File: src/rtl/seg7_pkg.sv
// seg7_pkg: glyph table, polarity helper and slot FSM states for seg7_scan_ctrl
package seg7_pkg;
  typedef enum logic {DEAD, ON} state_e;
  localparam logic [6:0] SEG_OFF = 7'h00;
  localparam logic [6:0] GLYPH [16] = '{
    7'h3F, 7'h06, 7'h5B, 7'h4F, 7'h66, 7'h6D, 7'h7D, 7'h07,
    7'h7F, 7'h6F, 7'h77, 7'h7C, 7'h39, 7'h5E, 7'h79, 7'h71
  };
  function automatic logic [7:0] apply_pol(input logic [7:0] v, input bit active_low);
    return active_low ? ~v : v;
  endfunction
endpackage

File: src/rtl/hex7_decode.sv
// hex7_decode: nibble to active-high 7-segment glyph, bit 0 = a
module hex7_decode
  import seg7_pkg::*;
(
  input  logic [3:0] nib,
  output logic [6:0] glyph
);
  assign glyph = GLYPH[nib];
endmodule

File: src/rtl/seg7_scan_ctrl.sv
// seg7_scan_ctrl: double-buffered multiplexed 7-segment scanner; define SEG7_SCAN_BLINK_EN for per-digit blinking
module seg7_scan_ctrl
  import seg7_pkg::*;
#(
  parameter int N_DIGITS       = 4,
  parameter int PRESCALE       = 50000,
  parameter int DEAD_CYCLES    = 16,
  parameter int SEG_ACTIVE_LOW = 1,
  parameter int DIG_ACTIVE_LOW = 1,
  parameter int BLINK_FRAMES   = 32
) (
  input  logic                  clk,
  input  logic                  rst_n,
  input  logic                  load,
  input  logic [4*N_DIGITS-1:0] digit_val,
  input  logic [N_DIGITS-1:0]   blank_mask,
  input  logic [N_DIGITS-1:0]   blink_mask,
  output logic [6:0]            segment,
  output logic [N_DIGITS-1:0]   digit,
  output logic                  frame_start,
  output logic                  pending
);
  localparam int IW = N_DIGITS > 1 ? $clog2(N_DIGITS) : 1;
  localparam int CW = $clog2(PRESCALE);
  localparam logic [6:0] SEG_IDLE = SEG_ACTIVE_LOW != 0 ? 7'h7F : 7'h00;
  localparam logic [N_DIGITS-1:0] DIG_IDLE = DIG_ACTIVE_LOW != 0 ? '1 : '0;
  logic [CW-1:0] cnt_q, cnt_d;
  logic [IW-1:0] idx_q, idx_d;
  state_e state_q, state_d;
  logic [6:0] seg_q, seg_d;
  logic [N_DIGITS-1:0] dig_q, dig_d;
  logic fs_q, fs_d, pend_q, pend_d;
  logic [4*N_DIGITS-1:0] pv_q, pv_d, av_q, av_d;
  logic [N_DIGITS-1:0] pb_q, pb_d, ab_q, ab_d, pk_q, pk_d, ak_q, ak_d;
  logic wrap, last, lit, blink_off;
  logic [6:0] glyph;
  logic [7:0] seg8, dig8;
  logic unused_pol;
  hex7_decode u_dec (.nib(av_q[idx_q*4 +: 4]), .glyph(glyph));
  always_comb begin
    wrap = cnt_q == CW'(PRESCALE - 1);
    last = wrap && idx_q == IW'(N_DIGITS - 1);
    cnt_d = wrap ? '0 : cnt_q + 1'b1;
    idx_d = wrap ? (last ? '0 : idx_q + 1'b1) : idx_q;
    state_d = cnt_d < CW'(DEAD_CYCLES) ? DEAD : ON;
    // last-cycle load bypasses the pending buffer straight into the active one
    pend_d = last ? 1'b0 : (load | pend_q);
    pv_d = load ? digit_val : pv_q;
    pb_d = load ? blank_mask : pb_q;
    pk_d = load ? blink_mask : pk_q;
    av_d = last ? (load ? digit_val : pv_q) : av_q;
    ab_d = last ? (load ? blank_mask : pb_q) : ab_q;
    ak_d = last ? (load ? blink_mask : pk_q) : ak_q;
    lit = state_q == ON && !ab_q[idx_q] && !blink_off;
    seg8 = apply_pol({1'b0, lit ? glyph : SEG_OFF}, SEG_ACTIVE_LOW != 0);
    dig8 = apply_pol(state_q == ON ? 8'b1 << idx_q : 8'h00, DIG_ACTIVE_LOW != 0);
    seg_d = seg8[6:0];
    dig_d = dig8[N_DIGITS-1:0];
    fs_d = cnt_q == '0 && idx_q == '0;
    unused_pol = ^{seg8, dig8};
  end
  always_ff @(posedge clk) begin
    if (!rst_n) begin
      cnt_q <= '0;
      idx_q <= '0;
      state_q <= DEAD;
      seg_q <= SEG_IDLE;
      dig_q <= DIG_IDLE;
      fs_q <= 1'b0;
      pend_q <= 1'b0;
      pv_q <= '0;
      av_q <= '0;
      pb_q <= '1;
      ab_q <= '1;
      pk_q <= '0;
      ak_q <= '0;
    end else begin
      cnt_q <= cnt_d;
      idx_q <= idx_d;
      state_q <= state_d;
      seg_q <= seg_d;
      dig_q <= dig_d;
      fs_q <= fs_d;
      pend_q <= pend_d;
      pv_q <= pv_d;
      av_q <= av_d;
      pb_q <= pb_d;
      ab_q <= ab_d;
      pk_q <= pk_d;
      ak_q <= ak_d;
    end
  end
`ifdef SEG7_SCAN_BLINK_EN
  localparam int FW = BLINK_FRAMES > 1 ? $clog2(BLINK_FRAMES) : 1;
  logic phase_q, phase_d, tog;
  logic [FW-1:0] fcnt_q, fcnt_d;
  always_comb begin
    tog = last && fcnt_q == FW'(BLINK_FRAMES - 1);
    fcnt_d = last ? (tog ? '0 : fcnt_q + 1'b1) : fcnt_q;
    phase_d = tog ? ~phase_q : phase_q;
    blink_off = ~phase_q & ak_q[idx_q];
  end
  always_ff @(posedge clk) begin
    if (!rst_n) begin
      phase_q <= 1'b1;
      fcnt_q <= '0;
    end else begin
      phase_q <= phase_d;
      fcnt_q <= fcnt_d;
    end
  end
`else
  logic unused_blink;
  assign blink_off = 1'b0;
  assign unused_blink = ^{ak_q, BLINK_FRAMES[0]};
`endif
  assign segment = seg_q;
  assign digit = dig_q;
  assign frame_start = fs_q;
  assign pending = pend_q;
endmodule

File: config.mk
export PLATFORM = sky130hd
export DESIGN_NAME = seg7_scan_ctrl
export DESIGN_NICKNAME = d
export VERILOG_FILES = /design/src/rtl/seg7_pkg.sv /design/src/rtl/hex7_decode.sv /design/src/rtl/seg7_scan_ctrl.sv
export SDC_FILE = /design/constraint.sdc
export NUM_CORES = 1
export LEC_CHECK = 0
export BUFFER_PORTS_ARGS = -buffer_cell sky130_fd_sc_hd__buf_2
export CAP_MARGIN = 20
export CORE_ASPECT_RATIO = 2
export CORE_MARGIN = 2
export CORE_UTILIZATION = 50
export CTS_BUF_LIST = sky130_fd_sc_hd__clkbuf_16
export DETAILED_ROUTE_END_ITERATION = 16
export PLACE_DENSITY = 0.79
export RECOVER_POWER = 25
export SLEW_MARGIN = 5
export SYNTH_ARGS = -nofsm -noshare
export SYNTH_HDL_FRONTEND = slang
export SYNTH_SLANG_ARGS = --single-unit
File: constraint.sdc
create_clock -name clk -period 3.75 [get_ports clk]
set_input_delay 0.75 -clock clk [delete_from_list [all_inputs] [get_ports clk]]
set_output_delay 0.75 -clock clk [all_outputs]
set_load 0.01 [all_outputs]
# Yosys cells after proc, flatten, opt, wreduce, memory -nomap -nowiden
# Memory sizes are Yosys's and may differ from the RTL's.
# Cells that the tools add are included.
[word_totals]
wordCells = 44
n_memories = 1
register_bits = 72
ramBits = 0
latchBits = 0
mem_bits_ro = 112
output_inout_bits = 13
in_bits = 27
[mem_list]
columns = ["memory", "depth", "word_bits", "read_ports", "rd_ports_with_merged_regs", "wr", "line_no", "source"]
rows = [
  ["(no name shown)", 16, 7, 1, 0, 0, "hex7_decode.sv:8", "assign glyph = GLYPH[nib];"],
]
[op_classes]
order_cmp = 3
multipliers = 0
n_bitwise = 5
muxes = 11
reduce_logical = 7
eq_ne = 2
n_addsub = 2
div_mod_pow = 0
shift = 2
[ops]
columns = ["operator", "n"]
rows = [
  ["2-to-1 mux 16 bit", 2],
  ["2-to-1 mux 7 bit", 3],
  ["adder 16 x 1 -> 16 bit (second input constant)", 1],
  ["== test 16 bit (second input constant)", 1],
  ["zero test 16 bit", 1],
  ["less-than comparator 16 x 5 -> 1 bit (second input constant)", 1],
  ["variable part select 16 x 5 -> 4 bit", 1],
  ["2-to-1 mux 4 bit", 2],
  ["NOT 7 bit", 1],
  ["greater-or-equal comparator 5 bit (second input constant)", 1],
  ["NOT 4 -> 5 bit", 1],
  ["NOT 4 bit", 1],
  ["<< shifter 1 x 2 -> 4 bit (first input constant)", 1],
  ["logical AND 1 bit", 3],
  ["less-than comparator 2 x 3 -> 1 bit (second input constant)", 1],
  ["adder 2 x 1 -> 2 bit (second input constant)", 1],
  ["binary-select mux 1 bit (select 2 bit)", 1],
  ["== test 2 bit (second input constant)", 1],
  ["zero test 2 bit", 1],
  ["2-to-1 mux 1 bit", 2],
  ["2-to-1 mux 2 bit", 1],
  ["OR reduction 2 bit", 1],
  ["zero test 1 bit", 1],
  ["NOT 1 bit", 1],
  ["OR 1 bit", 1],
]

# Logic depth before layout (Yosys ltp)
# Gate-level depths: netlist of the first run.
[logic_depth]
word_depth = 7
depth_mapped = 8
ltp_nobuf = 6

# Hierarchy
# From an unflattened synthesis of the first run, not the netlist that was laid out.
[hier_totals]
hier_cells = 335
hier_area_um2 = 3304.4
[by_module_without_submodules]
columns = ["mod", "instances", "cells_each", "area_per_inst_um2", "seq_area_each_um2"]
rows = [
  ["seg7_scan_ctrl", 1, 302, 3016.6, 1441.4],
  ["hex7_decode", 1, 33, 287.8, 0.0],
]

# Least setup slack after synthesis of the first run
# No wires, ideal clock.
[synth_timing]
kind = "register -> register"
start = "reg idx_q[0]"
end = "reg seg_q[3] (netlist: segment[3])"
stages_incl_launch_ff = 7
path_buffers = 1
setup_slack_ns = 1.724
required_time_ns = 3.691
setup_ns = 0.059
synth_period_minus_slack_ns = 2.026
arrival_time_ns = 1.967
cell_sequence = "dfxtp_1 > buf_2 > mux4_2 > inv_1 > ha_1 > mux4_2 > nand2_1"
[synth_between]
elab_chain_len = 7
word_cells_on_any_way = 11
classes_between = "1 x shift; 5 x mux; 2 x bitwise; 2 x reduce/logical; 1 x memory"
[synth_lines]
columns = ["element", "line_no", "source"]
rows = [
  ["from (decl)", "seg7_scan_ctrl.sv:28", "logic [IW-1:0] idx_q, idx_d;"],
  ["from (signal assigned)", "seg7_scan_ctrl.sv:79", "idx_q <= idx_d;"],
  ["variable part select 16 x 5 -> 4 bit", "seg7_scan_ctrl.sv:39", "hex7_decode u_dec (.nib(av_q[idx_q*4 +: 4]), .glyph(glyph));"],
  ["NOT 4 -> 5 bit (implied by the code)", "hex7_decode.sv:8", ""],
  ["memory (16 x 7 bit)", "-", ""],
  ["2-to-1 mux 7 bit (implied by the code) (2 in a row)", "hex7_decode.sv:8", ""],
  ["2-to-1 mux 7 bit (*)", "seg7_scan_ctrl.sv:55", "seg8 = apply_pol({1'b0, lit ? glyph : SEG_OFF}, SEG_ACTIVE_LOW != 0);"],
  ["NOT 7 bit (*)", "seg7_pkg.sv:10", "return active_low ? ~v : v;"],
  ["to (signal assigned)", "seg7_scan_ctrl.sv:81", "seg_q <= seg_d;"],
  ["to (decl)", "seg7_scan_ctrl.sv:30", "logic [6:0] seg_q, seg_d;"],
]
# Every way passes the cells marked *; elsewhere a longest branch is shown, timed or not. The select of a mux whose other input is x is not followed.
# A chain may end at the register's enable or synchronous reset.

# Worst setup path after layout of the first run
[layout_timing]
start = "reg cnt_q[0]"
end = "reg av_q[14]"
[layout_between]
elab_chain_len = 2
[layout_lines]
columns = ["element", "line_no", "source"]
rows = [
  ["from (decl)", "seg7_scan_ctrl.sv:27", "logic [CW-1:0] cnt_q, cnt_d;"],
  ["from (signal assigned)", "seg7_scan_ctrl.sv:78", "cnt_q <= cnt_d;"],
  ["== test 16 bit", "seg7_scan_ctrl.sv:41", "wrap = cnt_q == CW'(PRESCALE - 1);"],
  ["logical AND 1 bit", "seg7_scan_ctrl.sv:42", "last = wrap && idx_q == IW'(N_DIGITS - 1);"],
  ["to (signal assigned)", "seg7_scan_ctrl.sv:86", "av_q <= av_d;"],
  ["to (decl)", "seg7_scan_ctrl.sv:33", "logic [4*N_DIGITS-1:0] pv_q, pv_d, av_q, av_d;"],
]
# Every way passes these cells.

==> results of run 1 <==
synth_stat cells:
| cell type | number |
|---|---|
| nand4_1 | 4 |
| o221ai_1 | 4 |
| a22o_1 | 4 |
| nor4_2 | 1 |
| nand2_1 | 15 |
| buf_4 | 1 |
| mux4_2 | 6 |
| a21oi_1 | 7 |
| buf_6 | 2 |
| xnor2_1 | 9 |
| buf_2 | 3 |
| o22ai_1 | 1 |
| or4_4 | 1 |
| nand2b_1 | 4 |
| nor2_4 | 1 |
| and4_1 | 3 |
| o21ai_0 | 2 |
| o211a_1 | 1 |
| nor2_1 | 46 |
| or2_2 | 1 |
| and2_1 | 1 |
| a31oi_1 | 1 |
| a31o_2 | 1 |
| nor4b_1 | 1 |
| and3_1 | 1 |
| inv_1 | 13 |
| nand4b_1 | 2 |
| nor3_1 | 7 |
| o211ai_1 | 3 |
| buf_1 | 3 |
| xor2_1 | 7 |
| or4_1 | 1 |
| dfxtp_1 | 72 |
| mux2i_1 | 23 |
| clkbuf_1 | 11 |
| o31a_1 | 1 |
| nor4_1 | 1 |
| nor3b_1 | 1 |
| ha_1 | 11 |
| nand3_1 | 16 |
| o311ai_0 | 1 |
| nor4_4 | 1 |
| o22a_1 | 16 |
cell type report:
cell class	count	area (um2)
fillers	537	2485
clock inverters	7	56.30
clock buffers	9	225.2
well taps	63	78.83
flip-flops and latches	72	1441
inverters	13	48.80
multi-input cells	206	1513
repair buffers	35	157.7
worst reg2reg max path, stage by stage, from the launching register on:
cell and delay, ns:
dfxtp_1 0.38, ha_1 0.25, nand3_1 0.15, nor3_1 0.45, and3_1 0.66, nor2_4 0.19, o22a_1 0.24
how the worst max path moves through the flow:
stage                     startpoint                    end  slack, ns  depth (start not counted)
3_3_place_gp     cnt_q[0]$_SDFF_PP0_   av_q[2]$_SDFFE_PN0P_       1.36                          6
2_1_floorplan  idx_q[0]$_SDFFE_PN0N_  segment[3]$_SDFF_PN1_       1.72                          6
3_5_place_dp     cnt_q[0]$_SDFF_PP0_   av_q[7]$_SDFFE_PN0P_       1.34                          6
5_1_grt          cnt_q[0]$_SDFF_PP0_   av_q[1]$_SDFFE_PN0P_       0.96                          6
6_report         cnt_q[0]$_SDFF_PP0_  av_q[14]$_SDFFE_PN0P_       1.32                          6
4_1_cts          cnt_q[0]$_SDFF_PP0_   av_q[1]$_SDFFE_PN0P_       1.32                          6
layer usage:
layer	vias up	share of wire, %	track usage (%)
li1	1152	-	-
met1	1099	36	19.94
met2	58	56	36.88
met3	21	4.0	4.837
met4	0	4.3	15.41
met5	-	0	0
cell families after synthesis:
kind of cell             count (synthesis)
multiplexers                            29
buffers and inverters                   33
AO/OA/AOI/OAI                           42
adder cells (fa/ha/maj)                 11
AND/OR/NAND/NOR                        108
XOR/XNOR                                16
flip-flops                              72
flip-flops by register name (all words and copies together), names as in the netlist:
| register | count |
|---|---|
| cnt_q | 16 |
| segment | 7 |
| pb_q | 4 |
| idx_q | 2 |
| ab_q | 4 |
| av_q | 16 |
| pv_q | 16 |
| pending | 1 |
| frame_start | 1 |
| digit | 4 |
| state_q | 1 |
metrics by stage:
step	hold WS [ns]	worst slack (ns)	utilization [%]	cell area [um2]	cells
after floorplan	0.4068	1.724	-	3100	311
after global placement	0.4463	1.359	54.23	3257	389
after detailed placement	0.4515	1.337	54.23	3257	389
after CTS	0.4668	1.315	58.92	3538	405
after global routing	0.4878	0.9623	58.63	3521	405
final	0.4576	1.324	58.63	3521	405
power by group:
group	internal [mW]	switching (mW)	total, mW
registers	0.783	0.00714	0.790
clock network	0.503	0.307	0.810
logic	0.0290	0.0388	0.0678
cell usage in the layout (no fill, tap or decap), types with 6 or more instances in the layout:
| cell | n |
|---|---|
| nand3_1 | 16 |
| nor2_1 | 46 |
| o22a_1 | 16 |
| xor2_1 | 7 |
| inv_1 | 16 |
| dfxtp_1 | 72 |
| xnor2_1 | 9 |
| a21oi_1 | 7 |
| clkbuf_16 | 9 |
| mux4_2 | 6 |
| nor3_1 | 7 |
| nand2_1 | 15 |
| ha_1 | 11 |
| mux2i_1 | 23 |
| clkbuf_1 | 14 |
| buf_2 | 21 |
==> metrics.cfg, run 1 <==
[worst_setup_path]
critPathKind=reg2reg
cp.required_ns=3.97
reg2reg_depth=6
worstPathMaxFanout=17
crit_chain=ha_1 > nand3_1 > nor3_1 > and3_1 > nor2_4 > o22a_1
crit_path_start_kind=flop
crit_path_top_delay_cell=and3_1
r2r-start=cnt_q[0]$_SDFF_PP0_
r2r_end=av_q[14]$_SDFFE_PN0P_
crit_family=simple AND/OR/NAND/NOR gates
crit_buf_inv=0
cp-end-kind=flop
arrival_ns=2.65
rrSetupSlack_ns=1.32
cp_slowest_stage_delay_ns=0.66

[route]
drt_iter0_markers=107
routed_wl_um=6283
drtAntennaViolNets=0
firstDrtPassIters=4
drcViolationCount=0
wl_per_cell_um=15.51
via_count=2330
viasPerCell=5.753

[sta]
rsz0062_at_grt=no
fin_setup_tns_ns=0
fmax_ghz=0.4123
slew_headroom_pct=-2.441
setup_viol=0
worst_pin_slew_ns=1.537
period_share_pct=64.68
hold_viol=0
fin_skew_ns=0.006853
slew_viol_final=22
min_period_ns=2.426

[global_routing]
grt_pass1_wl_um=10740
overflow=0
grt_usage_pct=20.92
antenna_found_initial=0
grt_pass1_vias=2408
grt_max_degree=24

[floorplanning]
die_w_um=59.68
initial_core_util_pct=51.63
rows=40
io-pin-count=40
die_area_um2=6885
fp.coreArea_um2=6006
die_y_um=115.4

[logic_synthesis]
synth-simple-area-share_pct=17.51
yosysTopAreaCell=dfxtp_1
synthAdderAreaFrac_pct=4.439
syn-cell-area_um2=3100
synth_top_cell_area_share_pct=46.49
synth_seq_area_share_pct=46.49
postSynthCellCount=311
synth.area.top_cells=dfxtp_1, mux2i_1, nor2_1
syn_nets=349
synth.distinct_cells=43
ys_warn_count=0
ys_ff_latch=72
synthMuxAreaShare_pct=11.78
synth-compound-area-share_pct=10.53
synth-xor-area-share_pct=4.520
synth_top_family_by_area=simple AND/OR/NAND/NOR gates
syn_avg_cell_area_um2=9.969

[clock_tree]
cts_setup_buffers=0
cts_tree=yes
cts_resized=0
cts_sinks=72
path_clk_slew_ns=0.05
clockRootBuffer=clkbuf_16
cts-buffers-inserted=9
clockBufferDepth=2
htree_levels=3
postCtsHoldBufs=0
clk_latency_ns=0.33

[final_layout]
nets=375
area_growth_pct=13.56
drive_gt1_share_pct=13.45
insertedDiodeCount=0

[power_and_ir_drop]
power_density_nw_per_um2=473.8
finalPower_mw=1.668
power.leakage_nw=1.470
irDropWorstVdd_v=0.0002099

[hold_path]
min_from=state_q$_SDFF_PN0_
hold_path_class=reg2reg
whs_endpoint=digit[0]$_SDFF_PN1_
worstHoldPathCells=1

[place]
dp_hpwl_um=4536
gp_congestion=0.9124
io_buffers=35

[job]
cap_violations=1

[outcome]
status=finished with violations
violations=max-capacitance violations, max-slew violations

No activity file was read; power rests on OpenSTA's default activity.
==> run 2, diff against run 1 <==
==> constraint.sdc (replaced) <==
create_clock -name clk -period 2.38 [get_ports clk]
set_input_delay 0.476 -clock clk [delete_from_list [all_inputs] [get_ports clk]]
set_output_delay 0.476 -clock clk [all_outputs]
set_load 0.01 [all_outputs]
==> metrics.cfg, run 2 (same netlist as run 1, synthesis figures left out) <==
[outcome]
status=finished with violations
violations=max-capacitance violations, max-slew violations

[final_layout]
top_regs=av_q (16), cnt_q (16), pv_q (16)
fin_area_um2=3645
insertedDiodeCount=0
final_common_cell=dfxtp_1
nets=385
regArea_um2=1441
final_cell_mix=dfxtp_1, nor2_1, buf_2, mux2i_1
multi_input_area_um2=1513
area_growth_pct=17.55
drive_gt1_share_pct=19.32
layout.cells.non_filler=415
fillCellCount=505

[floorplanning]
initial_core_util_pct=51.63
die_w_um=59.68
die_y_um=115.4
die_area_um2=6885
rows=40
io-pin-count=40
fp.coreArea_um2=6006

[sta]
rsz0062_at_grt=no
slew_viol_final=22
fmax_ghz=0.4653
fin_setup_tns_ns=0
slew_headroom_pct=-1.606
hold_viol=0
fin_skew_ns=0.008544
setup_viol=0
worst_pin_slew_ns=1.524
period_share_pct=90.31
min_period_ns=2.149

[clock_tree]
cts-buffers-inserted=9
cts_sinks=72
clk_latency_ns=0.33
cts_setup_buffers=0
cts_tree=yes
htree_levels=3
clockBufferDepth=2
postCtsHoldBufs=0
clockRootBuffer=clkbuf_16
cts_resized=0
path_clk_slew_ns=0.06

[route]
viasPerCell=5.699
via_count=2365
wl_per_cell_um=15.70
dr_wl_met2_um=3604
firstDrtPassIters=4
drt_iter0_markers=115
wl_met1_um=2452
drtAntennaViolNets=0
wl_met3_um=236
routed_wl_um=6516
drcViolationCount=0
routed.top_layer=met4

[worst_setup_path]
cp_slowest_stage_delay_ns=0.60
rrSetupSlack_ns=0.23
worstPathMaxFanout=4
crit_family=multiplexers
crit_chain=mux4_2 > inv_1 > ha_1 > inv_1 > mux4_2 > nand2_1
cp-end-kind=flop
crit_path_top_delay_cell=mux4_2
crit_path_start_kind=flop
critPathKind=reg2reg
arrival_ns=2.42
crit_buf_inv=2
cp.required_ns=2.65

[place]
dp_hpwl_um=4629
placed_cell_area_um2=3332
gp_congestion=0.9729
io_buffers=35
dp_cells=399

[power_and_ir_drop]
finalPower_mw=2.784
irDropWorstVdd_v=0.0005225
power_density_nw_per_um2=763.8
power.leakage_nw=1.524

[job]
cap_violations=1

[global_routing]
grt_pass1_wl_um=10810
grt_pass1_vias=2309
antenna_found_initial=0
grt_usage_pct=21.30
grt_max_degree=24
overflow=0

[hold_path]
hold_path_class=in2reg

-- run 2: cell types whose count changed in the layout (fill, tap and decap cells not counted), sizes merged --
cell      before  now
clkbuf        23   14
clkinvlp       0    3
bufinv         1    2
buf           21   40
inv           16   13
clkinv         3    2
-- run 2: per-stage QoR --
stage	worst slack, ns	hold slack, ns	util [%]
2_1_floorplan	0.3541	0.4068	-
3_3_place_gp	0.3447	0.4453	55.48
3_5_place_dp	0.2937	0.4461	55.48
4_1_cts	0.2391	0.3867	60.83
5_1_grt	0.07530	0.4010	60.69
6_report	0.2307	0.3882	60.69
-- run 2: path summary, 6_finish.rpt --
kind	start	endpoint	cells after the start
max	idx_q[0]$_SDFFE_PN0N_	segment[3]$_SDFF_PN1_	6
min	blank_mask[1]	pb_q[1]$_SDFF_PN1_	3
max reg2reg	idx_q[0]$_SDFFE_PN0N_	segment[3]$_SDFF_PN1_	6
min reg2reg	state_q$_SDFF_PN0_	digit[3]$_SDFF_PN1_	1
-- run 2: layer usage --
layer / track usage [%] / up-vias
met3: 5.737 / 19
met2: 38.41 / 51
met5: 0 / -
li1: - / 1171
met4: 11.11 / 0
met1: 21.14 / 1124
-- run 2: power by group --
part	internal, mW	switching (mW)
Sequential	1.23	0.0120
Combinational	0.0496	0.0619
Clock	0.916	0.512
Total	2.20	0.585
-- run 2: area by class of cell --
| cell class | instances | share of cell area (%) |
|---|---|---|
| multi-input combinational | 206 | 41.50 |
| sequential | 72 | 39.55 |
| timing repair buffer | 45 | 6.625 |
| clock buffer | 9 | 6.179 |
| clock inverter | 7 | 2.643 |
| tap | 63 | 2.163 |
| inverter | 13 | 1.339 |
-- run 2: tightest hold or removal path: stages --
cell and delay, ns:
buf_2 0.08, mux2i_1 0.05, nand2_1 0.07
